==> src/rtl/sum_pkg.sv <==
// Shared types and default sizes for the sum_collect block.
package sum_pkg;

  localparam int SUM_N = 1024;
  localparam int SUM_W = 2;

  typedef enum logic {
    COLLECT = 1'b0,
    HOLD    = 1'b1
  } sum_state_e;

endpackage

==> src/rtl/sum_chunk_cnt.sv <==
// Chunk index counter: counts accepted chunks 0..CC-1 and wraps, flagging the last slot.
module sum_chunk_cnt #(
  parameter  int CC    = 512,
  localparam int IDX_W = (CC > 1) ? $clog2(CC) : 1
) (
  input  logic             clk,
  input  logic             rst,
  input  logic             inc,
  output logic [IDX_W-1:0] idx,
  output logic             last
);

  logic [IDX_W-1:0] idx_q;
  logic [IDX_W-1:0] idx_d;

  assign idx  = idx_q;
  assign last = (idx_q == IDX_W'(CC - 1));

  always_comb begin
    idx_d = idx_q;
    if (inc) begin
      idx_d = last ? '0 : idx_q + IDX_W'(1);
    end
  end

  always_ff @(posedge clk) begin
    if (!rst) begin
      idx_q <= '0;
    end else begin
      idx_q <= idx_d;
    end
  end

endmodule

==> src/rtl/sum_collect.sv <==
// Assembles W-bit serial-adder sum chunks (LSB chunk first) into an N-bit word with a valid/ready output.
// Optional registered parity output enabled by defining SUM_COLLECT_PARITY_EN.
module sum_collect
  import sum_pkg::*;
#(
  parameter int N = SUM_N,
  parameter int W = SUM_W
) (
  input  logic         clk,
  input  logic         rst,
  input  logic         in_valid,
  input  logic [W-1:0] c_in,
  output logic         in_ready,
  output logic [N-1:0] out_data,
  output logic         out_valid,
  input  logic         out_ready
`ifdef SUM_COLLECT_PARITY_EN
  ,
  output logic         out_parity
`endif
);

  localparam int CC    = N / W;
  localparam int IDX_W = (CC > 1) ? $clog2(CC) : 1;

  sum_state_e       state_q, state_d;
  logic             in_ready_q, in_ready_d;
  logic             out_valid_q, out_valid_d;
  logic [N-1:0]     data_q, data_d;
  logic             accept;
  logic [IDX_W-1:0] idx;
  logic             last;

  assign in_ready  = in_ready_q;
  assign out_valid = out_valid_q;
  assign out_data  = data_q;
  assign accept    = in_valid && in_ready_q;

  sum_chunk_cnt #(
    .CC (CC)
  ) u_cnt (
    .clk  (clk),
    .rst  (rst),
    .inc  (accept),
    .idx  (idx),
    .last (last)
  );

`ifdef SUM_COLLECT_PARITY_EN
  logic         parity_q, parity_d;
  logic [W-1:0] old_chunk;
  assign out_parity = parity_q;
`endif

  // Only the chunk slot selected by idx is overwritten; unwritten slots keep prior contents.
  always_comb begin
    data_d = data_q;
`ifdef SUM_COLLECT_PARITY_EN
    old_chunk = '0;
`endif
    for (int k = 0; k < CC; k++) begin
      if (idx == IDX_W'(k)) begin
`ifdef SUM_COLLECT_PARITY_EN
        old_chunk = data_q[k*W +: W];
`endif
        if (accept) begin
          data_d[k*W +: W] = c_in;
        end
      end
    end
`ifdef SUM_COLLECT_PARITY_EN
    // Replacing a slot flips parity by the XOR of old and new chunk bits.
    parity_d = accept ? (parity_q ^ (^(old_chunk ^ c_in))) : parity_q;
`endif
  end

  always_comb begin
    state_d     = state_q;
    in_ready_d  = in_ready_q;
    out_valid_d = out_valid_q;
    case (state_q)
      COLLECT: begin
        if (accept && last) begin
          state_d     = HOLD;
          in_ready_d  = 1'b0;
          out_valid_d = 1'b1;
        end
      end
      HOLD: begin
        if (out_valid_q && out_ready) begin
          state_d     = COLLECT;
          in_ready_d  = 1'b1;
          out_valid_d = 1'b0;
        end
      end
      default: begin
        state_d     = COLLECT;
        in_ready_d  = 1'b1;
        out_valid_d = 1'b0;
      end
    endcase
  end

  always_ff @(posedge clk) begin
    if (!rst) begin
      state_q     <= COLLECT;
      in_ready_q  <= 1'b1;
      out_valid_q <= 1'b0;
      data_q      <= '0;
`ifdef SUM_COLLECT_PARITY_EN
      parity_q    <= 1'b0;
`endif
    end else begin
      state_q     <= state_d;
      in_ready_q  <= in_ready_d;
      out_valid_q <= out_valid_d;
      data_q      <= data_d;
`ifdef SUM_COLLECT_PARITY_EN
      parity_q    <= parity_d;
`endif
    end
  end

endmodule

==> config.mk <==
export PLATFORM = sky130hd
export DESIGN_NAME = sum_collect
export DESIGN_NICKNAME = d
export VERILOG_FILES = /design/src/rtl/sum_pkg.sv /design/src/rtl/sum_chunk_cnt.sv /design/src/rtl/sum_collect.sv
export SDC_FILE = /design/constraint.sdc
export NUM_CORES = 2
export LEC_CHECK = 0
export ABC_AREA = 0
export CAP_MARGIN = 0
export CORE_AREA = 2 2 397 399
export CTS_CLUSTER_DIAMETER = 80
export DETAILED_ROUTE_END_ITERATION = 7
export DIE_AREA = 0 0 399 401
export GPL_TIMING_DRIVEN = 0
export PLACE_DENSITY = 0.45
export SETUP_SLACK_MARGIN = 0.15
export SYNTH_ARGS = -nofsm -noshare
export SYNTH_HDL_FRONTEND = slang
export SYNTH_SLANG_ARGS = --single-unit
export TNS_END_PERCENT = 100
==> constraint.sdc <==
create_clock -name clk -period 5 [get_ports clk]
set_input_delay 0.5 -clock clk [delete_from_list [all_inputs] [get_ports clk]]
set_output_delay 0.5 -clock clk [all_outputs]
set_load 0.005 [all_outputs]
Yosys cells after proc, flatten, opt, wreduce, memory -nomap -nowiden
Index checks and enable logic that the tools add are counted.
- word-level logic and storage cells: 1558
- output and inout port bits: 1026
- input bits: 6
- register bits: 1036
- $add $sub $neg: 1
- bitwise logic cells: 1
- reduce and logical (&&, ||, !) cells: 517
- muxes and demuxes: 10
- equal/unequal tests: 513
- operators with widths (operator ; number):
    equality test 9 bit, second input constant ; 256
    equality test 9 x 8 -> 1 bit, second input constant ; 128
    AND reduction 2 bit ; 513
    equality test 9 x 7 -> 1 bit, second input constant ; 64
    equality test 9 x 6 -> 1 bit, second input constant ; 32
    equality test 9 x 5 -> 1 bit, second input constant ; 16
    equality test 9 x 4 -> 1 bit, second input constant ; 8
    equality test 9 x 3 -> 1 bit, second input constant ; 4
    equality test 9 x 2 -> 1 bit, second input constant ; 2
    adder 9 x 1 -> 9 bit, second input constant ; 1
    equality test 9 x 1 -> 1 bit, second input constant ; 1
    logical NOT 9 bit ; 1
    2-to-1 mux 9 bit ; 1
    2-to-1 mux 1 bit ; 6
    case mux 1 bit (2 select lines) ; 3
    logical AND 1 bit ; 3
    != test 2 x 1 -> 1 bit, second input constant ; 1
    != test 2 bit, second input constant ; 1
    NOT 1 bit ; 1

Depth between registers and ports, before layout
- word-level depth: 4
- mapped depth: 9
- mapped depth without buffers: 7

Hierarchy
Synthesis repeated with hierarchy kept, for this count alone.
- cell total of the unflattened synthesis: 4101
- area, all modules: 41553.6 um2
- modules (own cells, without submodules) (module ; sequential area each (um2) ; area each (um2) ; cells an instance ; instances):
    sum_collect ; 20559.7 ; 41124.4 ; 4055 ; 1
    sum_chunk_cnt ; 180.2 ; 429.2 ; 46 ; 1

Least setup slack after synthesis
No wires, ideal clock.
- kind: register -> register
- start: register u_cnt.idx_q[6] (netlist: u_cnt.idx[6])
- end: register in_ready_q (netlist: in_ready)
- clock period less this slack: 1.908 ns
- buffers on the path: 3
- setup slack: 3.092 ns
- library setup time: 0.138 ns
- cell stages (with the launch flop): 10
- arrival time: 1.770 ns
- cell sequence: dfxtp_1 -> clkbuf_2 -> buf_2 -> nand4_2 -> buf_2 -> nor2_1 -> ha_1 -> nand3_1 -> nor2_1 -> o21ai_0
- longest elaborated chain between the ends: 4
- RTL lines (item ; line ; RTL):
    from (decl) ; sum_chunk_cnt.sv:13 ; logic [IDX_W-1:0] idx_q;
    from (signal assigned) ; sum_chunk_cnt.sv:30 ; idx_q <= idx_d;
    equality test 9 bit ; sum_chunk_cnt.sv:17 ; assign last = (idx_q == IDX_W'(CC - 1));
    logical AND 1 bit ; sum_collect.sv:83 ; if (accept && last) begin
    != test 2 bit (no source line) ; - ;
    AND reduction 2 bit (no source line) ; - ;
    to (signal assigned) ; sum_collect.sv:115 ; in_ready_q <= in_ready_d;
    to (decl) ; sum_collect.sv:27 ; logic in_ready_q, in_ready_d;
No other way between the ends.
A chain may end at the register's enable or synchronous reset.

Final worst setup path
- start: register u_cnt.idx_q[0] (netlist: u_cnt.idx[0])
- end: register data_q[188] (netlist: out_data[188])
- longest elaborated chain between the ends: 2
- RTL lines (item ; line ; RTL):
    equality test 9 x 7 -> 1 bit ; sum_collect.sv:62 ; if (idx == IDX_W'(k)) begin
    AND reduction 2 bit (no source line) ; - ;
    to (signal assigned) ; sum_collect.sv:117 ; data_q <= data_d;
    to (decl) ; sum_collect.sv:29 ; logic [N-1:0] data_q, data_d;
No other way between the ends.

==> run_results.csv <==
group,metric,value,unit
logic_synthesis,synth_area,40800,um^2
sta,clock.fmax,287,MHz
sta,fin_crit,3.48,ns
detailed_routing,vias,34800,
place,dp.final_hpwl,157000,um
detailed_routing,drc,0,
grt,grt_overflow_total,0,
logic_synthesis,yosys-top-cells-area,"dfxtp_1 (51%), mux2i_1 (25%), nand2_1 (9.4%)",
clock_tree,insertion_delay,0.78,ns
logic_synthesis,syn_nets,4110,
finish,num-nets-final,5271,
finish,multi_input_area,18400,um^2
logic_synthesis,yosysMostFrequentCell,"dfxtp_1",
setup_path,cp_cell_sequence,"inv_1, ha_1, nand4b_1, clkbuf_1, buf_1, nor3_1, mux2i_1",
sta,finalSetupViolations,0,
setup_path,crit_path_top_delay_cell,"buf_1",
setup_path,crit_start,"u_cnt.idx[0]$_SDFFE_PN0P_",
sta,tightest_slew,1.50,ns
place,pre_cts_ws,1.06,ns
logic_synthesis,synth_top_cell_by_area,"dfxtp_1",
setup_path,path_buf_inv,3,
logic_synthesis,avgSynthCellArea,9.97,um^2
logic_synthesis,yosys_warnings,0,
clock_tree,cts_resized,0,
clock_tree,path_clk_slew,0.06,ns
clock_tree,postCtsHoldBufs,0,
die,dieArea,160000,um^2
setup_path,worst-path-max-fanout,10,
detailed_routing,routedWlPerCell,27.7,um
grt,grt_pass1_vias,35200,
clock_tree,root_buffer,"clkbuf_16",
setup_path,critPathTopFamily,"buffers and inverters",
setup_path,r2r_start,"u_cnt.idx[0]$_SDFFE_PN0P_",
die,fp.dieW,399,um
sta,rsz0062_at_grt,"no",
finish,seq_area,20700,um^2
detailed_routing,drt_iter0_markers,1818,
clock_tree,cts_buffers,130,
outcome,status,"finished with violations",
sta,final_max_slew_viol_count,0,
finish,areaGrowthSynthToFinish,41.9,%
logic_synthesis,synth_top_area_frac,0.508,
clock_tree,cts_setup_buffers,0,
logic_synthesis,synth-seq-area-share,0.508,
hold_path,hold_start,"in_valid",
detailed_routing,first_pass_iters,5,
clock_tree,cts_max_level,4,
logic_synthesis,synth.ff_latch_count,1036,
die,initial_utilization,0.262,
sta,clock_skew,0.0365,ns
logic_synthesis,synth_edf_count,0,
hold_path,hp-class,"primary input to register",
logic_synthesis,synthSimpleGateAreaFrac,0.195,
sta,setup_tns,0,ns
detailed_routing,drt-vias-per-instance,4.69,
sta,finalHoldViolCount,0,
detailed_routing,wirelength,206000,um
power_and_ir_drop,pwr_density_cell,315,nW/um^2
sta,setup_ws,1.52,ns
detailed_routing,ant_nets,0,
sta,slew_headroom,0.00269,
logic_synthesis,ys.flop_type,"dfxtp_1",
setup_path,criticalPathCategory,"register to register",
logic_synthesis,synthMuxAreaShare,0.251,
logic_synthesis,ys_types,47,
clock_tree,clock_path_buffers,3,
power_and_ir_drop,ir_drop,307,uV
power_and_ir_drop,p_leak,0.0187,uW
grt,grt_max_degree,17,
die,floorplan.rows,145,
clock_tree,tritoncts,"built",
grt,antenna_found_initial,18,
logic_synthesis,synth_top_family_by_area,"multiplexers",
die,die_height,401,um
setup_path,worstSetupEndpointType,"register",
place,io_buffers,1029,
setup_path,max_stage_delay,0.98,ns
logic_synthesis,async_flop_share,0,
grt,grt_pass1_wl,283000,um
die,ioPinCount,1032,
logic_synthesis,synth-adder-area-share,0.00214,
logic_synthesis,synth_xor_area_frac,0.000214,
sta,finalCritPeriodShare,0.697,
grt,grt_use_total,0.249,
setup_path,worstPathArrival,4.10,ns
clock_tree,clock_sinks,1036,
logic_synthesis,syn_inst,4097,
place,place_congestion,0.836,
run,maxCapViolations,1,
logic_synthesis,synth_compound_area_frac,0.00282,
setup_path,startpoint_type,"register",
setup_path,crit_required,5.62,ns
logic_synthesis,synth_common_cells,"dfxtp_1 (1,036), nand2_1 (1,028), mux2i_1 (1,025)",
finish,drive_above_1_share,0.0738,
die,core_area,156000,um^2
outcome,violations,"max-capacitance violations",
finish,fill_cells,15800,
## tightest hold or removal path, delay by kind of cell
| kind | cells | cell delay, ns |
|---|---|---|
| AOI/OAI and AO/OA | 1 | 0.06 |
| buffers and inverters | 2 | 0.36 |
| and+or+nand+nor | 1 | 0.11 |
## stage by stage
step	utilization	total power, uW	instances	cell area, um^2	hold WS [ns]
CTS	0.372	18500	7409	57900	0.249
finish	0.372	18300	7421	58000	0.336
global route	0.372	18900	7409	57900	0.281
global placement	0.345	9110	7184	53700	0.441
floorplan	-	8770	4097	40800	0.451
detailed placement	0.345	9110	7184	53700	0.445
## layout make-up
cell class,count,area share
tap,2058,0.0444
buffer,392,0.0283
inverter,5,0.000324
clock buffer,194,0.0664
timing repair buffer,1029,0.178
multi-input combinational,2664,0.318
clock inverter,31,0.00650
antenna,12,0.000518
sequential,1036,0.358
## kinds of logic (layout without fill, tap and decap cells)
group                      after synthesis  after routing
buffers and inverters                  397           1651
and+or+nand+nor                       1612           1612
adders and majority gates                7              7
muxes                                 1025           1025
AOI/OAI and AO/OA                       19             19
xor gates and xnor gates                 1              1
DFF                                   1036           1036
other                                    0             12
## cell usage in the layout, fill, tap and decap left out, drive strengths merged, types with 3 or more instances in the layout
master / count
clkbuf: 484
mux2i: 1025
inv: 10
nor3: 480
or4b: 4
clkdlybuf4s50: 1029
ha: 7
clkinv: 24
nand4bb: 6
nand3b: 8
nor2: 9
nand4b: 9
nor3b: 4
buf: 102
nand4: 6
o21ai: 4
and3: 7
a21oi: 7
nor4b: 4
or3: 3
diode: 12
nand3: 33
or4: 3
nand2: 1028
dfxtp: 1036
## metal layers
| metal | global-route usage | part of all wire | up-vias |
|---|---|---|---|
| met5 | 0 | 0.00026 | - |
| met4 | 0.0767 | 0.029 | 6 |
| met3 | 0.0759 | 0.077 | 235 |
| met2 | 0.421 | 0.48 | 1085 |
| met1 | 0.301 | 0.41 | 17300 |
| li1 | - | - | 16300 |
## registers in the layout, indices dropped and copies added, names as in the netlist
| signal | flops |
|---|---|
| u_cnt.idx | 9 |
| out_valid | 1 |
| state_q | 1 |
| in_ready | 1 |
| out_data | 1024 |
## worst paths after layout
path | endpoint | slack (ns) | cells after the start
setup reg to reg | out_data[188]$_SDFFE_PN0P_ | 1.52 | 7
setup / recovery | out_data[188]$_SDFFE_PN0P_ | 1.52 | 7
hold reg to reg | out_data[213]$_SDFFE_PN0P_ | 0.45 | 2
hold / removal | u_cnt.idx[1]$_SDFFE_PN0P_ | 0.34 | 4
## where the power goes
group	total, uW	switching, uW	internal (uW)
sequential	8270	5.73	8260
clock	9350	3940	5410
combinational	649	558	91.0
Power figures use the tool's default switching activity.
